$ cat src/rtl/vga_timing_gen.sv
// vga_timing_gen: parametrised VGA sync/coordinate generator with pixel clock-enable divider.
// Sync, enable and strobe outputs are registered from next-state counts so they align with h_count/v_count.
module vga_timing_gen #(
    parameter int H_VISIBLE = 640,
    parameter int H_FRONT   = 16,
    parameter int H_SYNC    = 96,
    parameter int H_BACK    = 48,
    parameter int V_VISIBLE = 480,
    parameter int V_FRONT   = 10,
    parameter int V_SYNC    = 2,
    parameter int V_BACK    = 33,
    parameter bit H_POL     = 1'b0,
    parameter bit V_POL     = 1'b0,
    parameter int CLK_DIV   = 1,
    parameter int CNT_W     = 10
) (
    input  logic             clk_in,
    input  logic             reset,
    input  logic             enable,
    output logic             pix_en,
    output logic             h_sync,
    output logic             v_sync,
    output logic [CNT_W-1:0] h_count,
    output logic [CNT_W-1:0] v_count,
    output logic             display_en,
    output logic             line_start,
    output logic             frame_start
);
    localparam int H_TOTAL = H_VISIBLE + H_FRONT + H_SYNC + H_BACK;
    localparam int V_TOTAL = V_VISIBLE + V_FRONT + V_SYNC + V_BACK;
    localparam int DIV_W = CLK_DIV > 1 ? $clog2(CLK_DIV) : 1;
    localparam logic [DIV_W-1:0] DIV_LAST = DIV_W'(CLK_DIV - 1);
    localparam logic [CNT_W-1:0] H_LAST = CNT_W'(H_TOTAL - 1);
    localparam logic [CNT_W-1:0] V_LAST = CNT_W'(V_TOTAL - 1);
    localparam logic [CNT_W-1:0] H_VIS = CNT_W'(H_VISIBLE);
    localparam logic [CNT_W-1:0] V_VIS = CNT_W'(V_VISIBLE);
    localparam logic [CNT_W-1:0] H_SS = CNT_W'(H_VISIBLE + H_FRONT);
    localparam logic [CNT_W-1:0] H_SE = CNT_W'(H_VISIBLE + H_FRONT + H_SYNC);
    localparam logic [CNT_W-1:0] V_SS = CNT_W'(V_VISIBLE + V_FRONT);
    localparam logic [CNT_W-1:0] V_SE = CNT_W'(V_VISIBLE + V_FRONT + V_SYNC);

    logic [DIV_W-1:0] div, div_n;
    logic [CNT_W-1:0] h_n, v_n;
    logic             h_wrap, pe_n, hs_act, vs_act;

    // The registered pix_en is the advance qualifier, so counts move on the edge that ends a pix_en cycle.
    always_comb begin
        div_n  = (!enable || div == DIV_LAST) ? '0 : div + 1'b1;
        pe_n   = enable && div_n == DIV_LAST;
        h_wrap = pix_en && h_count == H_LAST;
        h_n    = !enable ? '0 : !pix_en ? h_count : h_wrap ? '0 : h_count + 1'b1;
        v_n    = !enable ? '0 : !h_wrap ? v_count : v_count == V_LAST ? '0 : v_count + 1'b1;
        hs_act = enable && h_n >= H_SS && h_n < H_SE;
        vs_act = enable && v_n >= V_SS && v_n < V_SE;
    end

    always_ff @(posedge clk_in or negedge reset) begin
        if (!reset) begin
            div         <= '0;
            pix_en      <= 1'b0;
            h_count     <= '0;
            v_count     <= '0;
            h_sync      <= ~H_POL;
            v_sync      <= ~V_POL;
            display_en  <= 1'b0;
            line_start  <= 1'b0;
            frame_start <= 1'b0;
        end else begin
            div         <= div_n;
            pix_en      <= pe_n;
            h_count     <= h_n;
            v_count     <= v_n;
            h_sync      <= hs_act ? H_POL : ~H_POL;
            v_sync      <= vs_act ? V_POL : ~V_POL;
            display_en  <= enable && h_n < H_VIS && v_n < V_VIS;
            line_start  <= enable && h_wrap;
            frame_start <= enable && h_wrap && v_n == '0;
        end
    end
endmodule

$ cat config.mk
export PLATFORM = sky130hd
export DESIGN_NAME = vga_timing_gen
export DESIGN_NICKNAME = d
export VERILOG_FILES = /design/src/rtl/vga_timing_gen.sv
export SDC_FILE = /design/constraint.sdc
export NUM_CORES = 1
export LEC_CHECK = 0
export CORE_MARGIN = 4
export CORE_UTILIZATION = 52
export CTS_CLUSTER_DIAMETER = 100
export DETAILED_ROUTE_END_ITERATION = 16
export PLACE_DENSITY = 0.78
export SLEW_MARGIN = 20
export SYNTH_ARGS = -nofsm -noshare
export SYNTH_HDL_FRONTEND = slang
export SYNTH_SLANG_ARGS = --single-unit
$ cat constraint.sdc
create_clock -name clk_in -period 3.5 [get_ports clk_in]
set_clock_uncertainty 0.05 [all_clocks]
set_input_delay 0.35 -clock clk_in [delete_from_list [all_inputs] [get_ports clk_in]]
set_output_delay 0.35 -clock clk_in [all_outputs]
set_load 0.1 [all_outputs]
=== Word level (Yosys, flattened, before mapping) ===
Cells that the tools add are included.

* Bits in registers: 27
* Output and inout bits: 26

* Bitwise logic cells: 2
* Mux-type cells: 9
* Order comparisons: 6
* Eq/ne operators: 2
* Reduce and logical (&&, ||, !) cells: 13
* Add/sub/neg operators: 3

{| class="wikitable"
|+ Operator list
! kind !! number
|-
| $mux W10 || 6
|-
| $add A10 B1 Y10 const B || 2
|-
| $eq A10 B10 Y1 const B || 2
|-
| $lt A10 B10 Y1 const B || 2
|-
| $lt A10 B9 Y1 const B || 2
|-
| $ge A10 B10 Y1 const B || 1
|-
| $ge A10 B9 Y1 const B || 1
|-
| $logic_and A1 B1 Y1 || 10
|-
| $logic_not A10 Y1 || 1
|-
| $mux W1 || 3
|-
| $not A1 Y1 || 2
|-
| $add A1 B1 Y1 const B || 1
|-
| $logic_not A1 Y1 || 1
|-
| $logic_or A1 B1 Y1 || 1
|}

=== Depth between registers and ports, before layout ===
* Depth in word-level cells: 9
* Mapped depth: 8

=== Least setup slack after synthesis ===
OpenSTA, ideal clock, no wires.

* Kind: flip-flop to flip-flop
* Start: register h_count[0]
* End: register display_en
* Setup time: 0.135 ns
* Data required time: 3.315 ns
* Stages on the path, launching flop included: 8
* Period minus slack after synthesis: 3.227 ns
* Path buffers: 1
* Setup slack: 0.273 ns
* Data arrival time: 3.042 ns
* Cell sequence: dfrtp_1 > ha_1 > nand4_4 > or4_1 > buf_2 > or4b_4 > a221oi_2 > a211oi_1

* Cells in the longest elaborated chain, start to end: 8
* Elaborated cells between the ends (all ways): 12
* Classes of those cells: add/sub (1); order compare (2); eq/ne (1); mux (5); reduce/logical (3)

{| class="wikitable"
|+ RTL lines
! item !! RTL line !! RTL
|-
| from (decl) || 23 || <nowiki>output logic [CNT_W-1:0] h_count,</nowiki>
|-
| from (signal assigned) || 71 || <nowiki>h_count <= h_n;</nowiki>
|-
| parallel branches: the longest is 7 deep, another holds $add A10 B1 Y10 || -- ||
|-
| $logic_and A1 B1 Y1 * || 75 || <nowiki>display_en <= enable && h_n < H_VIS && v_n < V_VIS;</nowiki>
|-
| to (signal assigned) || 75 ||
|-
| to (decl) || 25 || <nowiki>output logic display_en,</nowiki>
|}

Every way passes the cells marked *.

=== Worst setup path after layout ===
* Start: register h_count[0]
* End: register v_sync

* Cells in the longest elaborated chain, start to end: 8
* Elaborated cells between the ends (all ways): 9
* Classes of those cells: order compare (2); eq/ne (1); mux (3); reduce/logical (3)

{| class="wikitable"
|+ RTL lines
! item !! RTL line !! RTL
|-
| $eq A10 B10 Y1 * || 50 || <nowiki>h_wrap = pix_en && h_count == H_LAST;</nowiki>
|-
| $logic_and A1 B1 Y1 * || 50 ||
|-
| $mux W10 * (2 in series) || 52 || <nowiki>v_n = !enable ? '0 : !h_wrap ? v_count : v_count == V_LAST ? '0 : v_count + 1'b1;</nowiki>
|-
| $ge A10 B9 Y1 || 54 || <nowiki>vs_act = enable && v_n >= V_SS && v_n < V_SE;</nowiki>
|-
| $logic_and A1 B1 Y1 || 54 ||
|-
| $logic_and A1 B1 Y1 * || 54 ||
|-
| $mux W1 * || 74 || <nowiki>v_sync <= vs_act ? V_POL : ~V_POL;</nowiki>
|-
| to (signal assigned) || 64 || <nowiki>v_sync <= ~V_POL;</nowiki>
|-
| to (signal assigned) || 74 ||
|-
| to (decl) || 22 || <nowiki>output logic v_sync,</nowiki>
|}

Every way passes the cells marked *; elsewhere a longest branch is shown, timed or not.

==> impl_metrics.py <==
metrics = {
    "status": {
        "status": "complete, no violations",
    },
    "final_layout": {
        "stdcell_count": 247,
        "nets": 212,
        "areaGrowthSynthToFinish_pct": 21.9,
        "drive_gt1_share_pct": 7.32,
        "diodes": 0,
    },
    "pwr": {
        "p_sw_share_pct": 30.6,
        "leakage_nw": 0.748,
        "p_int_mw": 0.399,
        "ir_drop_mv": 0.200,
        "p_clk_share_pct": 26.3,
        "powerDensity_nw_per_um2": 291,
        "share_comb_of_total_power_pct": 18.1,
        "seqPwrFrac_pct": 55.6,
        "switchingPower_mw": 0.175,
    },
    "sta": {
        "max_freq_mhz": 338,
        "tns_ns": 0,
        "slew_viol_final": 0,
        "maxSlewHeadroom_pct": 34.7,
        "finalSetupViolCount": 0,
        "finalHoldViolCount": 0,
        "rsz0062_at_grt": "no",
        "tightest_slew_ns": 0.976,
        "fin_crit_ns": 2.96,
        "fin_crit_sh_pct": 84.6,
    },
    "routing": {
        "drtAntennaViolNets": 0,
        "drc_errors": 0,
        "first_pass_iters": 4,
        "dr.first_iter.drc_count": 155,
        "vias": 1508,
        "wl_per_cell_um": 16.0,
        "via_per_inst": 6.11,
        "routed_wl_mm": 3.95,
    },
    "cts": {
        "htreeDepth": 1,
        "cts_setup_buffers": 0,
        "cts_buffer_depth": 2,
        "cts.sinks": 26,
        "clk_pin_slew_ns": 0.14,
        "clock_latency_ns": 0.32,
        "cts_tree": "yes",
        "cts_resized": 0,
        "cts_buffers": 3,
        "cts-hold-fix-buffers": 0,
        "clock-root-buffer": "clkbuf_4",
    },
    "floorplan": {
        "die_h_um": 63.8,
        "core_area_um2": 2880,
        "io_pins": 29,
        "rows": 19,
        "start_util_pct": 56.3,
        "die_area_um2": 4070,
        "die_x_um": 63.8,
    },
    "run": {
        "cap_violations": 0,
    },
    "synthesis": {
        "synthAdderAreaFrac_pct": 2.32,
        "yosysSeqAreaShare_pct": 40.3,
        "synth.area.mux_share_pct": 3.71,
        "synth_top_area_share_pct": 37.1,
        "synth_area_um2": 1620,
        "synth_top_family_by_area": "simple AND/OR/NAND/NOR gates",
        "synthArstFlopShare_pct": 100,
        "synth-xor-area-share_pct": 4.33,
        "yosysUniqueCellTypes": 45,
        "synth-compound-area-share_pct": 18.2,
        "synth.area.top_cells": "dfrtp_1, a21boi_0, nand2_1",
        "synth_seq_cells": 26,
        "postSynthAreaPerCell_um2": 8.99,
        "synth-main-ff-cell": "dfrtp_1",
        "synth_edf_count": 0,
        "synth_top_area_cell": "dfrtp_1",
        "yosysWarnings": 0,
        "synth_cells": 180,
        "synth_nets": 186,
        "synthSimpleGateAreaFrac_pct": 27.5,
    },
    "placement": {
        "dp.cells": 243,
        "port_buffers": 28,
        "routabilityCongestion": 0.942,
        "dp_hpwl_mm": 2.84,
    },
    "global_route": {
        "overflow": 0,
        "grt_pass1_vias": 1505,
        "antenna_found_initial": 0,
        "grt_pass1_wl_mm": 6.84,
        "grt_max_degree": 27,
        "grtUsageTotal_pct": 20.8,
    },
    "setup_path": {
        "critPathCaptureType": "register",
        "start_kind": "register",
        "crit_required_ns": 3.69,
        "critPathKind": "reg -> reg",
        "cp.arrival_ns": 3.15,
        "crit_fanout": 19,
    },
    "min_path": {
        "hold_path.class": "in -> async",
    },
}
==> cells in the mapped netlist, types with 3 or more instances <==
library cell,instances
ha_1,3
xnor2_1,5
a21oi_1,5
dfrtp_1,24
xor2_1,3
o21ai_0,7
or3_1,5
mux2i_1,6
nand2_1,20
a211oi_1,3
nand4_1,5
and2_1,6
nand3_1,12
nor2_1,12
a21boi_0,10
a31oi_1,3
nor3_1,3
nand2b_1,3
clkbuf_1,9
inv_1,4
==> power groups by stage <==
stage / combinational [mW] / clock [mW] / sequential, mW
after detailed placement: 0.104 / 0 / 0.325
after global placement: 0.103 / 0 / 0.324
after CTS: 0.105 / 0.160 / 0.319
after floorplan: 0.0280 / 0 / 0.369
after global routing: 0.110 / 0.179 / 0.321
final: 0.104 / 0.151 / 0.319
==> final timing paths <==
path / startpoint / end / slack (ns) / cells past startpoint
hold / removal: reset / h_count[5] / 0.33 / 2
setup reg to reg: h_count[0] / v_sync / 0.54 / 6
hold reg to reg: h_count[1] / h_count[1] / 0.56 / 2
min in group clk_in: h_count[1] / h_count[1] / 0.56 / 2
max in group asynchronous: reset / h_sync / 2.77 / 2
setup / recovery: h_count[0] / v_sync / 0.54 / 6
==> flip-flops by register name (all words and copies together), names as in the netlist <==
signal and count:
display_en 1, frame_start 1, h_count 10, h_sync 1, line_start 1, pix_en 1, v_count 10, v_sync 1
==> cell families (layout without fill, tap and decap cells) <==
family                     Yosys count  after routing
AOI/OAI and AO/OA                   41             41
muxes                                6              6
xor gates and xnor gates             8              8
DFF                                 26             26
buffers and inverters               15             40
and+or+nand+nor                     81             81
adders and majority gates            3              3
==> metal layers <==
| metal | share of wire [%] | global-route usage (%) |
|---|---|---|
| met5 | 0 | 0 |
| met1 | 42 | 24.9 |
| met4 | 1.3 | 9.16 |
| met2 | 51 | 36.4 |
| met3 | 5.4 | 3.50 |
==> metrics by stage <==
step           util [%]  setup WS [ns]  area, um^2  hold WS, ns  power (mW)
2_1_floorplan         -          0.273        1620      0.00441       0.397
3_3_place_gp       67.4          0.690        1940        0.529       0.427
3_5_place_dp       67.4          0.583        1940        0.550       0.429
4_1_cts            68.6          0.563        1970        0.336       0.584
5_1_grt            68.6          0.400        1970        0.358       0.609
6_report           68.6          0.538        1970        0.334       0.574
==> worst max-delay path: stages (launching register included) <==
cell and delay (ns):
dfrtp_1 0.43, ha_1 0.28, nand4_4 0.18, or4_1 0.85, or4b_4 0.63, a221oi_2 0.28, o2111ai_1 0.18
==> final cells by class <==
type	instances	area (um^2)
Clock buffer	4	36.3
Fill cell	231	902
Inverter	4	15.0
Multi-Input combinational cell	139	907
Sequential cell	26	653
Tap cell	42	52.6
Timing Repair Buffer	32	310
==> placed cells by master (no fill, tap or decap), types with 2 or more instances in the layout <==
cell type / instances
a21boi_0: 10
a211oi_1: 3
nand2_1: 20
inv_1: 4
dfrtp_1: 24
nor2b_1: 2
ha_1: 3
buf_4: 4
dfstp_2: 2
nand4_1: 5
o22ai_1: 2
or2_2: 2
nor4_1: 2
nor2_1: 12
mux2i_1: 6
nand3_1: 12
clkdlybuf4s50_1: 28
a21oi_1: 5
or3_1: 5
clkbuf_4: 3
and2_1: 6
nand3b_1: 2
xnor2_1: 5
a31oi_1: 3
o21ai_0: 7
xor2_1: 3
nor3_1: 3
nand2b_1: 3
Note: power is estimated with default switching activity, not from simulation.
